<file path="config.mk">
export PLATFORM = sky130hd
export DESIGN_NAME = alu_control_staged
export DESIGN_NICKNAME = d
export VERILOG_FILES = /design/src/rtl/alu_ctrl_pkg.sv /design/src/rtl/alu_ctrl_decode.sv /design/src/rtl/alu_control_staged.sv
export SDC_FILE = /design/constraint.sdc
export NUM_CORES = 1
export LEC_CHECK = 0
export BUFFER_PORTS_ARGS = -buffer_cell sky130_fd_sc_hd__buf_2
export CAP_MARGIN = 20
export CORE_AREA = 4 4 60 89
export CTS_BUF_LIST = sky130_fd_sc_hd__clkbuf_8
export DETAILED_ROUTE_END_ITERATION = 16
export DIE_AREA = 0 0 64 93
export GPL_TIMING_DRIVEN = 0
export PLACE_DENSITY_LB_ADDON = 0.1
export SLEW_MARGIN = 10
export SYNTH_ARGS = -nofsm -noshare
export SYNTH_HDL_FRONTEND = slang
export SYNTH_SLANG_ARGS = --single-unit
</file>
<file path="constraint.sdc">
create_clock -name clk -period 5 [get_ports clk]
set_clock_uncertainty 0.1 [all_clocks]
set_input_delay 1 -clock clk [delete_from_list [all_inputs] [get_ports clk]]
set_output_delay 1 -clock clk [all_outputs]
set_load 0.02 [all_outputs]
</file>
<file path="src/rtl/alu_ctrl_pkg.sv">
// Shared encodings for the staged ALU control: ALUOp classes, R-type funct
// codes, ALU operation codes, HI/LO unit op codes and the sequencer state.
package alu_ctrl_pkg;

  localparam logic [2:0] AOP_LWSW   = 3'b000;
  localparam logic [2:0] AOP_ANDI   = 3'b001;
  localparam logic [2:0] AOP_BRANCH = 3'b010;
  localparam logic [2:0] AOP_SLTI   = 3'b011;
  localparam logic [2:0] AOP_ADDI   = 3'b100;
  localparam logic [2:0] AOP_ORI    = 3'b101;
  localparam logic [2:0] AOP_LUI    = 3'b110;
  localparam logic [2:0] AOP_RTYPE  = 3'b111;

  localparam logic [5:0] F_SLL   = 6'b000000;
  localparam logic [5:0] F_SRL   = 6'b000010;
  localparam logic [5:0] F_MFHI  = 6'b010000;
  localparam logic [5:0] F_MFLO  = 6'b010010;
  localparam logic [5:0] F_MULT  = 6'b011000;
  localparam logic [5:0] F_MULTU = 6'b011001;
  localparam logic [5:0] F_DIV   = 6'b011010;
  localparam logic [5:0] F_DIVU  = 6'b011011;
  localparam logic [5:0] F_ADD   = 6'b100000;
  localparam logic [5:0] F_SUB   = 6'b100010;
  localparam logic [5:0] F_AND   = 6'b100100;
  localparam logic [5:0] F_OR    = 6'b100101;
  localparam logic [5:0] F_NOR   = 6'b100111;
  localparam logic [5:0] F_SLT   = 6'b101010;

  localparam logic [3:0] OP_AND     = 4'b0000;
  localparam logic [3:0] OP_OR      = 4'b0001;
  localparam logic [3:0] OP_NOR     = 4'b0010;
  localparam logic [3:0] OP_ADD     = 4'b0011;
  localparam logic [3:0] OP_SUB     = 4'b0100;
  localparam logic [3:0] OP_LUI     = 4'b0101;
  localparam logic [3:0] OP_SLL     = 4'b0110;
  localparam logic [3:0] OP_SRL     = 4'b0111;
  localparam logic [3:0] OP_SLT     = 4'b1000;
  localparam logic [3:0] OP_ILLEGAL = 4'b1001;
  localparam logic [3:0] OP_MFHI    = 4'b1010;
  localparam logic [3:0] OP_MFLO    = 4'b1011;
  localparam logic [3:0] OP_NOP     = 4'b1111;

  localparam logic [1:0] MDU_MULT  = 2'b00;
  localparam logic [1:0] MDU_MULTU = 2'b01;
  localparam logic [1:0] MDU_DIV   = 2'b10;
  localparam logic [1:0] MDU_DIVU  = 2'b11;

  typedef enum logic {IDLE, RUN} mdu_state_e;

  function automatic logic [1:0] mdu_op_of(input logic [5:0] funct);
    logic [1:0] op;
    op = MDU_MULT;
    case (funct)
      F_MULTU: op = MDU_MULTU;
      F_DIV:   op = MDU_DIV;
      F_DIVU:  op = MDU_DIVU;
      default: op = MDU_MULT;
    endcase
    return op;
  endfunction

endpackage

</file>
<file path="src/rtl/alu_ctrl_decode.sv">
// Combinational ALUOp/funct decoder: operation code, shift-amount select,
// illegal-funct flag and the multiply/divide classification used by the interlock.
module alu_ctrl_decode
  import alu_ctrl_pkg::*;
#(
  parameter int ALUOP_W = 3,
  parameter int FUNCT_W = 6,
  parameter int OPER_W  = 4
) (
  input  logic [ALUOP_W-1:0] alu_op,
  input  logic [FUNCT_W-1:0] funct,
  output logic [OPER_W-1:0]  operation,
  output logic               shamt,
  output logic               illegal,
  output logic               mdu_class,
  output logic               is_mdu_start
);

  logic [3:0] op4;

  always_comb begin
    op4          = OP_ILLEGAL;
    shamt        = 1'b0;
    illegal      = 1'b0;
    mdu_class    = 1'b0;
    is_mdu_start = 1'b0;
    case (alu_op)
      ALUOP_W'(AOP_LWSW):   op4 = OP_ADD;
      ALUOP_W'(AOP_ANDI):   op4 = OP_AND;
      ALUOP_W'(AOP_BRANCH): op4 = OP_SUB;
      ALUOP_W'(AOP_SLTI):   op4 = OP_SLT;
      ALUOP_W'(AOP_ADDI):   op4 = OP_ADD;
      ALUOP_W'(AOP_ORI):    op4 = OP_OR;
      ALUOP_W'(AOP_LUI):    op4 = OP_LUI;
      default: begin
        // R-type: the remaining ALUOp code
        case (funct)
          FUNCT_W'(F_AND): op4 = OP_AND;
          FUNCT_W'(F_OR):  op4 = OP_OR;
          FUNCT_W'(F_NOR): op4 = OP_NOR;
          FUNCT_W'(F_ADD): op4 = OP_ADD;
          FUNCT_W'(F_SUB): op4 = OP_SUB;
          FUNCT_W'(F_SLT): op4 = OP_SLT;
          FUNCT_W'(F_SLL): begin op4 = OP_SLL; shamt = 1'b1; end
          FUNCT_W'(F_SRL): begin op4 = OP_SRL; shamt = 1'b1; end
          FUNCT_W'(F_MFHI): begin op4 = OP_MFHI; mdu_class = 1'b1; end
          FUNCT_W'(F_MFLO): begin op4 = OP_MFLO; mdu_class = 1'b1; end
          FUNCT_W'(F_MULT), FUNCT_W'(F_MULTU),
          FUNCT_W'(F_DIV),  FUNCT_W'(F_DIVU): begin
            op4          = OP_NOP;
            mdu_class    = 1'b1;
            is_mdu_start = 1'b1;
          end
          default: illegal = 1'b1;
        endcase
      end
    endcase
  end

  assign operation = OPER_W'(op4);

endmodule

</file>
<file path="src/rtl/alu_control_staged.sv">
// Registered ALU control at the ID/EX boundary with valid/stall/flush handshake,
// multiply/divide run sequencer and MFHI/MFLO interlock against the HI/LO unit.
module alu_control_staged
  import alu_ctrl_pkg::*;
#(
  parameter int ALUOP_W     = 3,
  parameter int FUNCT_W     = 6,
  parameter int OPER_W      = 4,
  parameter int MULT_CYCLES = 4,
  parameter int DIV_CYCLES  = 16,
  parameter int CNT_W       = 5
) (
  input  logic               clk,
  input  logic               reset,
  input  logic               valid_i,
  input  logic [ALUOP_W-1:0] ALUOp,
  input  logic [FUNCT_W-1:0] ALUFunction,
  input  logic               stall_i,
  input  logic               flush_i,
  output logic               ready_o,
  output logic               valid_o,
  output logic [OPER_W-1:0]  ALUOperation,
  output logic               Shamt,
  output logic               illegal_o,
  output logic               mdu_start_o,
  output logic [1:0]         mdu_op_o,
  output logic               hilo_we_o,
  output logic               mdu_busy_o
);

  localparam logic [CNT_W-1:0] MULT_LOAD = CNT_W'(MULT_CYCLES - 1);
  localparam logic [CNT_W-1:0] DIV_LOAD  = CNT_W'(DIV_CYCLES - 1);

  logic [OPER_W-1:0] dec_op;
  logic              dec_shamt, dec_illegal, dec_mdu_class, dec_mdu_start;
  logic [1:0]        dec_mdu_op;
  logic              accept, launch;

  logic              valid_q, valid_d;
  logic [OPER_W-1:0] op_q, op_d;
  logic              shamt_q, shamt_d;
  logic              illegal_q, illegal_d;
  logic              start_q, start_d;
  logic [1:0]        mdu_op_q, mdu_op_d;
  logic [CNT_W-1:0]  cnt_q, cnt_d;
  mdu_state_e        state_q, state_d;

  alu_ctrl_decode #(
    .ALUOP_W(ALUOP_W),
    .FUNCT_W(FUNCT_W),
    .OPER_W (OPER_W)
  ) u_decode (
    .alu_op      (ALUOp),
    .funct       (ALUFunction),
    .operation   (dec_op),
    .shamt       (dec_shamt),
    .illegal     (dec_illegal),
    .mdu_class   (dec_mdu_class),
    .is_mdu_start(dec_mdu_start)
  );

  assign dec_mdu_op = mdu_op_of(6'(ALUFunction));
  assign mdu_busy_o = (state_q == RUN);
  // The hilo_we_o cycle still counts as busy, so MFHI/MFLO there is refused.
  assign ready_o    = ~stall_i & ~(dec_mdu_class & mdu_busy_o);
  assign accept     = valid_i & ready_o;
  assign launch     = accept & dec_mdu_start & ~flush_i & (state_q == IDLE);

  always_comb begin
    valid_d   = valid_q;
    op_d      = op_q;
    shamt_d   = shamt_q;
    illegal_d = illegal_q;
    if (flush_i) begin
      valid_d   = 1'b0;
      illegal_d = 1'b0;
    end else if (stall_i) begin
      valid_d = valid_q;
    end else if (accept) begin
      valid_d   = 1'b1;
      op_d      = dec_op;
      shamt_d   = dec_shamt;
      illegal_d = dec_illegal;
    end else begin
      valid_d = 1'b0;
    end
  end

  // Run sequencer is free-running once launched; stall and flush do not touch it.
  always_comb begin
    state_d  = state_q;
    cnt_d    = cnt_q;
    mdu_op_d = mdu_op_q;
    start_d  = 1'b0;
    case (state_q)
      IDLE: if (launch) begin
        state_d  = RUN;
        start_d  = 1'b1;
        mdu_op_d = dec_mdu_op;
        cnt_d    = dec_mdu_op[1] ? DIV_LOAD : MULT_LOAD;
      end
      RUN: if (cnt_q == '0) state_d = IDLE;
           else             cnt_d   = cnt_q - 1'b1;
      default: state_d = IDLE;
    endcase
  end

  always_ff @(posedge clk or negedge reset) begin
    if (!reset) begin
      valid_q   <= 1'b0;
      op_q      <= OPER_W'(OP_ILLEGAL);
      shamt_q   <= 1'b0;
      illegal_q <= 1'b0;
      start_q   <= 1'b0;
      mdu_op_q  <= MDU_MULT;
      cnt_q     <= '0;
      state_q   <= IDLE;
    end else begin
      valid_q   <= valid_d;
      op_q      <= op_d;
      shamt_q   <= shamt_d;
      illegal_q <= illegal_d;
      start_q   <= start_d;
      mdu_op_q  <= mdu_op_d;
      cnt_q     <= cnt_d;
      state_q   <= state_d;
    end
  end

  assign valid_o      = valid_q;
  assign ALUOperation = op_q;
  assign Shamt        = shamt_q;
  assign illegal_o    = illegal_q;
  assign mdu_start_o  = start_q;
  assign mdu_op_o     = mdu_op_q;
  assign hilo_we_o    = (state_q == RUN) && (cnt_q == '0);

endmodule

</file>
## Word-level counts from Yosys, hierarchy flattened

Cells that the tools add are included.

- Add/subtract/negate cells: 1
- Equal/unequal tests: 22
- Mux-type cells: 25
- Bitwise logic cells: 10
- Reductions and logical operators: 15

Operator list:

| operator | count |
|---|---|
| $pmux 4 s11 | 1 |
| $eq 6x5->1 const B | 6 |
| $eq 6x6->1 const B | 6 |
| $pmux 4 s6 | 1 |
| $mux 1 | 17 |
| $reduce_or 14->1 | 1 |
| $mux 5 | 2 |
| $pmux 5 s2 | 1 |
| $eq 3x3->1 const B | 3 |
| $reduce_or 7->1 | 1 |
| $and 1x1->1 | 6 |
| $eq 3x2->1 const B | 2 |
| $eq 6x2->1 const B | 1 |
| $logic_not 6->1 | 1 |
| $pmux 2 s3 | 1 |
| $reduce_and 2->1 | 3 |
| $reduce_or 6->1 | 1 |
| $logic_not 5->1 | 1 |
| $sub 5x1->5 const B | 1 |
| $mux 4 | 1 |
| $ne 2x2->1 const B | 2 |
| $not 1->1 | 4 |
| $reduce_or 2->1 | 2 |
| $reduce_or 4->1 | 1 |
| 7 further kinds | 7 |

- Register bits: 16
- Input bits: 14
- Output and inout port bits: 13
- Word-level logic and storage cells: 81

## Depth between registers and ports, before layout

- Word-level depth: 13
- Gate-level depth with buffers: 6
- Mapped depth without buffers: 6

## By module

From an unflattened synthesis, not the netlist that was laid out.

- Cell total of the unflattened synthesis: 114
- Area total of the unflattened synthesis: 1,068.5 um^2

By module, submodules not included:

| module | times used | cells each | area each (um^2) | seq. area each (um^2) |
|---|---|---|---|---|
| alu_control_staged | 1 | 67 | 770.7 | 402.9 |
| alu_ctrl_decode | 1 | 47 | 297.8 | 0.0 |

## Worst setup path after synthesis

No wires, ideal clock.

- Kind: input-to-output
- From: input ALUFunction[3]
- To: output ready_o
- Arrival time: 1,739 ps
- Required time: 3,900 ps
- Setup slack: 2,161 ps
- Stages on the path: 3
- Path buffers: 1
- Cells stage by stage: clkbuf_8 -> nand2b_1 -> a31oi_1

- Longest elaborated chain between the ends: 7
- Elaborated cells on any way between the ends: 12
- Those cells by class: eq/ne (6); mux (2); bitwise (3); reduce/logical (1)

RTL lines:

| element | line | text |
|---|---|---|
| start, declared | alu_control_staged.sv:17 | `input logic [FUNCT_W-1:0] ALUFunction,` |
| $eq 6x5->1 | alu_ctrl_decode.sv:37 | `case (funct)` |
| $reduce_or 6->1 (no source line) * | -- |  |
| $mux 1 * | alu_ctrl_decode.sv:37 |  |
| $mux 1 * | alu_ctrl_decode.sv:27 | `case (alu_op)` |
| $and 1x1->1 * | alu_control_staged.sv:65 | `assign ready_o = ~stall_i & ~(dec_mdu_class & mdu_busy_o);` |
| $not 1->1 * | alu_control_staged.sv:65 |  |
| $and 1x1->1 * | alu_control_staged.sv:65 |  |
| end, declared | alu_control_staged.sv:20 | `output logic ready_o,` |

Mark *: on every way between the ends. The rest lies on a longest branch, timed or not.

## Worst setup path after layout

- From: input ALUFunction[2]
- To: output ready_o

Same word-level chain as after synthesis.

==> flow_metrics.tcl <==
set metrics [dict create \
    drtIter0Drc 81 \
    grt_first_pass_wirelength_um 4990 \
    totalWireLength_um 2920 \
    power_frac_seq 0.439 \
    slowest_stage "and4bb_2" \
    hold_start "ALUOperation[0]" \
    clock.fmax_mhz 347 \
    worst_slack_ns 2.12 \
    p_clk_frac 0.269 \
    p_int_mw 0.287 \
    grt_usage 0.107 \
    avgSynthCellArea_sq_um 9.54 \
    slew_headroom 0.581 \
    antenna_cells 0 \
    grt_max_degree 17 \
    root_buffer "clkbuf_8" \
    ys.flop_type "dfrtp_1" \
    syn_nets 128 \
    power_switching_mw 0.133 \
    viasPerCell 4.85 \
    numCtsBuffers 3 \
    dieArea_sq_um 5950 \
    async_flop_share 1.00 \
    setup_viol 0 \
    fin_crit_sh 0.576 \
    path_buf_inv 2 \
    post-route-min-period_ns 2.88 \
    rr_worst_depth 6 \
    first_pass_iters 4 \
    status "completed" \
    hold_viol_final 0 \
    drive_above_1_share 0.333 \
    cp.depth 4 \
    cts.sinks 16 \
    ff2ff_setup_slack_ns 3.03 \
    synth_edf_count 0 \
    r2r_start "cnt_q[0]" \
    critPathKind "in2out" \
    peakVddDrop_uv 179 \
    slew_violations 0 \
    initial_core_util 0.235 \
    synthCells 112 \
    pwr-share-comb 0.292 \
    worstPathMaxFanout 9 \
    slowest_delay_ns 0.28 \
    yosysSeqAreaShare 0.377 \
    grt_setup_unrepaired "false" \
    path_clk_slew_ns 0.06 \
    grt_pass1_vias 1032 \
    syn2layout_area_growth_pct 24.4 \
    finalWeightedCongestion 0.882 \
    coreArea_sq_um 4540 \
    tightest_slew_ns 0.612 \
    detailedPlace.worstSlack_ns 2.12 \
    antenna_found_initial 0 \
    die_height_um 93 \
    synth_cell_types 48 \
    io_buffers 25 \
    drv_cap 0 \
    critPathRequiredTime_ns 3.90 \
    power_switching_share 0.317 \
    post_cts_buffers 0 \
    htree_levels 1 \
    clkLatencyLatePin_ns 0.25 \
    die_width_um 64 \
    crit_path_end "ready_o" \
    cp_common_cell "buf_2" \
    drc_errors 0 \
    synth_warnings 0 \
    cts_buffer_depth 2 \
    wl_per_cell_um 14.2 \
    dp_hpwl_um 2340 \
    regToRegEndpoint "cnt_q[2]" \
    final_antenna_net_count 0 \
    cts_resized 0 \
    hold_path.class "reg2reg" \
    setup_tns_ns 0 \
    cp-end-kind "primary output" \
    syn-cell-area_sq_um 1070 \
    rows 30 \
    pin_count 27 \
    grt.overflow.total 0 \
    power.density_nw_per_um2 317 \
    layout.nets 158 \
    ys_ff_latch 16 \
    worstSetupStartpointType "primary input" \
    path_cells "buf_2 > and4bb_2 > a31oi_1 > buf_2" \
    hold_buffers 0 \
    cts_tree "yes" \
    crit_path_start "ALUFunction[2]" \
    via_count 994 \
    cp_top_family "buffers and inverters" \
    static-leakage-power_nw 0.582 \
    cp_data_arrival_time_ns 1.78 \
]
==> placed cells by master (no fill, tap or decap), drive strengths merged, types with 2 or more instances in the layout <==
cell	count
buf	27
dfrtp	14
nor2	9
inv	7
nand2	7
clkbuf	6
a21oi	5
o21ai	5
nand2b	4
o31ai	4
nor3	4
and2	3
nand3	3
mux2	3
dfstp	2
and4bb	2
a31oi	2
o211ai	2
o21a	2
xnor2	2
and3b	2
a221oi	2
nand4b	2
a2111oi	2
ha	2
or2	2
==> layer usage <==
metal  routed length [um]  up-vias  track usage
li1                     -      482            -
met1                 1210      478        0.121
met2                 1500       26        0.183
met3                  106        8       0.0144
met4                  102        0       0.0703
met5                    0        -            0
==> stage by stage <==
stage	power (mW)	instances	cell area, sq um	hold slack (ns)	utilization
after floorplan	0.271	112	1070	0.384	-
after global placement	0.311	201	1270	0.367	0.280
after detailed placement	0.312	201	1270	0.376	0.280
after CTS	0.429	205	1330	0.385	0.293
after global routing	0.456	205	1330	0.406	0.293
final	0.421	205	1330	0.375	0.293
==> worst min path at each step <==
stage	endpoint	slack, ns	cells past startpoint
after global routing	ALUOperation[3]	0.41	2
after detailed placement	ALUOperation[0]	0.38	2
after floorplan	cnt_q[0]	0.38	1
after CTS	ALUOperation[0]	0.38	2
after global placement	Shamt	0.37	2
final	ALUOperation[0]	0.38	2
==> synth_stat cells, types with 2 or more instances <==
cell / n / area, sq um
ha_1: 2 / 25.0
and3b_1: 2 / 17.5
inv_1: 7 / 26.3
nor2_1: 9 / 33.8
nand2b_1: 4 / 25.0
dfrtp_1: 14 / 350
nand4b_1: 2 / 17.5
and2_1: 2 / 12.5
nand2_1: 7 / 26.3
a21oi_1: 5 / 25.0
o21ai_0: 5 / 25.0
o21a_1: 2 / 15.0
and4bb_2: 2 / 25.0
xnor2_1: 2 / 17.5
o211ai_1: 2 / 15.0
nor3_1: 4 / 20.0
mux2_2: 2 / 22.5
nand3_1: 2 / 10.0
dfstp_2: 2 / 52.6
a221oi_1: 2 / 17.5
a2111oi_0: 2 / 17.5
o31ai_1: 4 / 30.0
a31oi_1: 2 / 12.5
==> logic make-up after synthesis <==
family,after synthesis,share of synthesized area
AND/OR/NAND/NOR,49,0.306
AO/OA/AOI/OAI,29,0.190
flip-flops,16,0.377
buffers and inverters,11,0.0527
multiplexers,3,0.0351
XOR/XNOR,2,0.0164
adder cells (fa/ha/maj),2,0.0234
==> final cells by class <==
type / instances / area, sq um
Clock buffer: 4 / 55.1
Tap cell: 64 / 80.1
Multi-Input combinational cell: 85 / 609
Fill cell: 494 / 3210
Timing Repair Buffer: 25 / 125
Buffer: 4 / 30.0
Inverter: 7 / 26.3
Sequential cell: 16 / 403
==> tightest hold or removal path: cells and delay by family, from the launching register on <==
| kind | cells | cell delay [ns] |
|---|---|---|
| compound gates | 1 | 0.06 |
| flops | 1 | 0.37 |
| simple gates | 1 | 0.05 |
==> power groups by stage <==
stage | Combinational [mW] | Clock (mW) | Sequential [mW]
6_report | 0.123 | 0.113 | 0.184
3_5_place_dp | 0.125 | 0 | 0.187
4_1_cts | 0.125 | 0.119 | 0.185
2_1_floorplan | 0.0819 | 0 | 0.189
3_3_place_gp | 0.124 | 0 | 0.187
5_1_grt | 0.140 | 0.126 | 0.190
==> flip-flops by register name (all words and copies together) (netlist names) <==
signal,count
valid_o,1
mdu_start_o,1
Shamt,1
illegal_o,1
cnt_q,5
mdu_op_o,2
ALUOperation,4
mdu_busy_o,1
(Power assumes the default switching activity.)
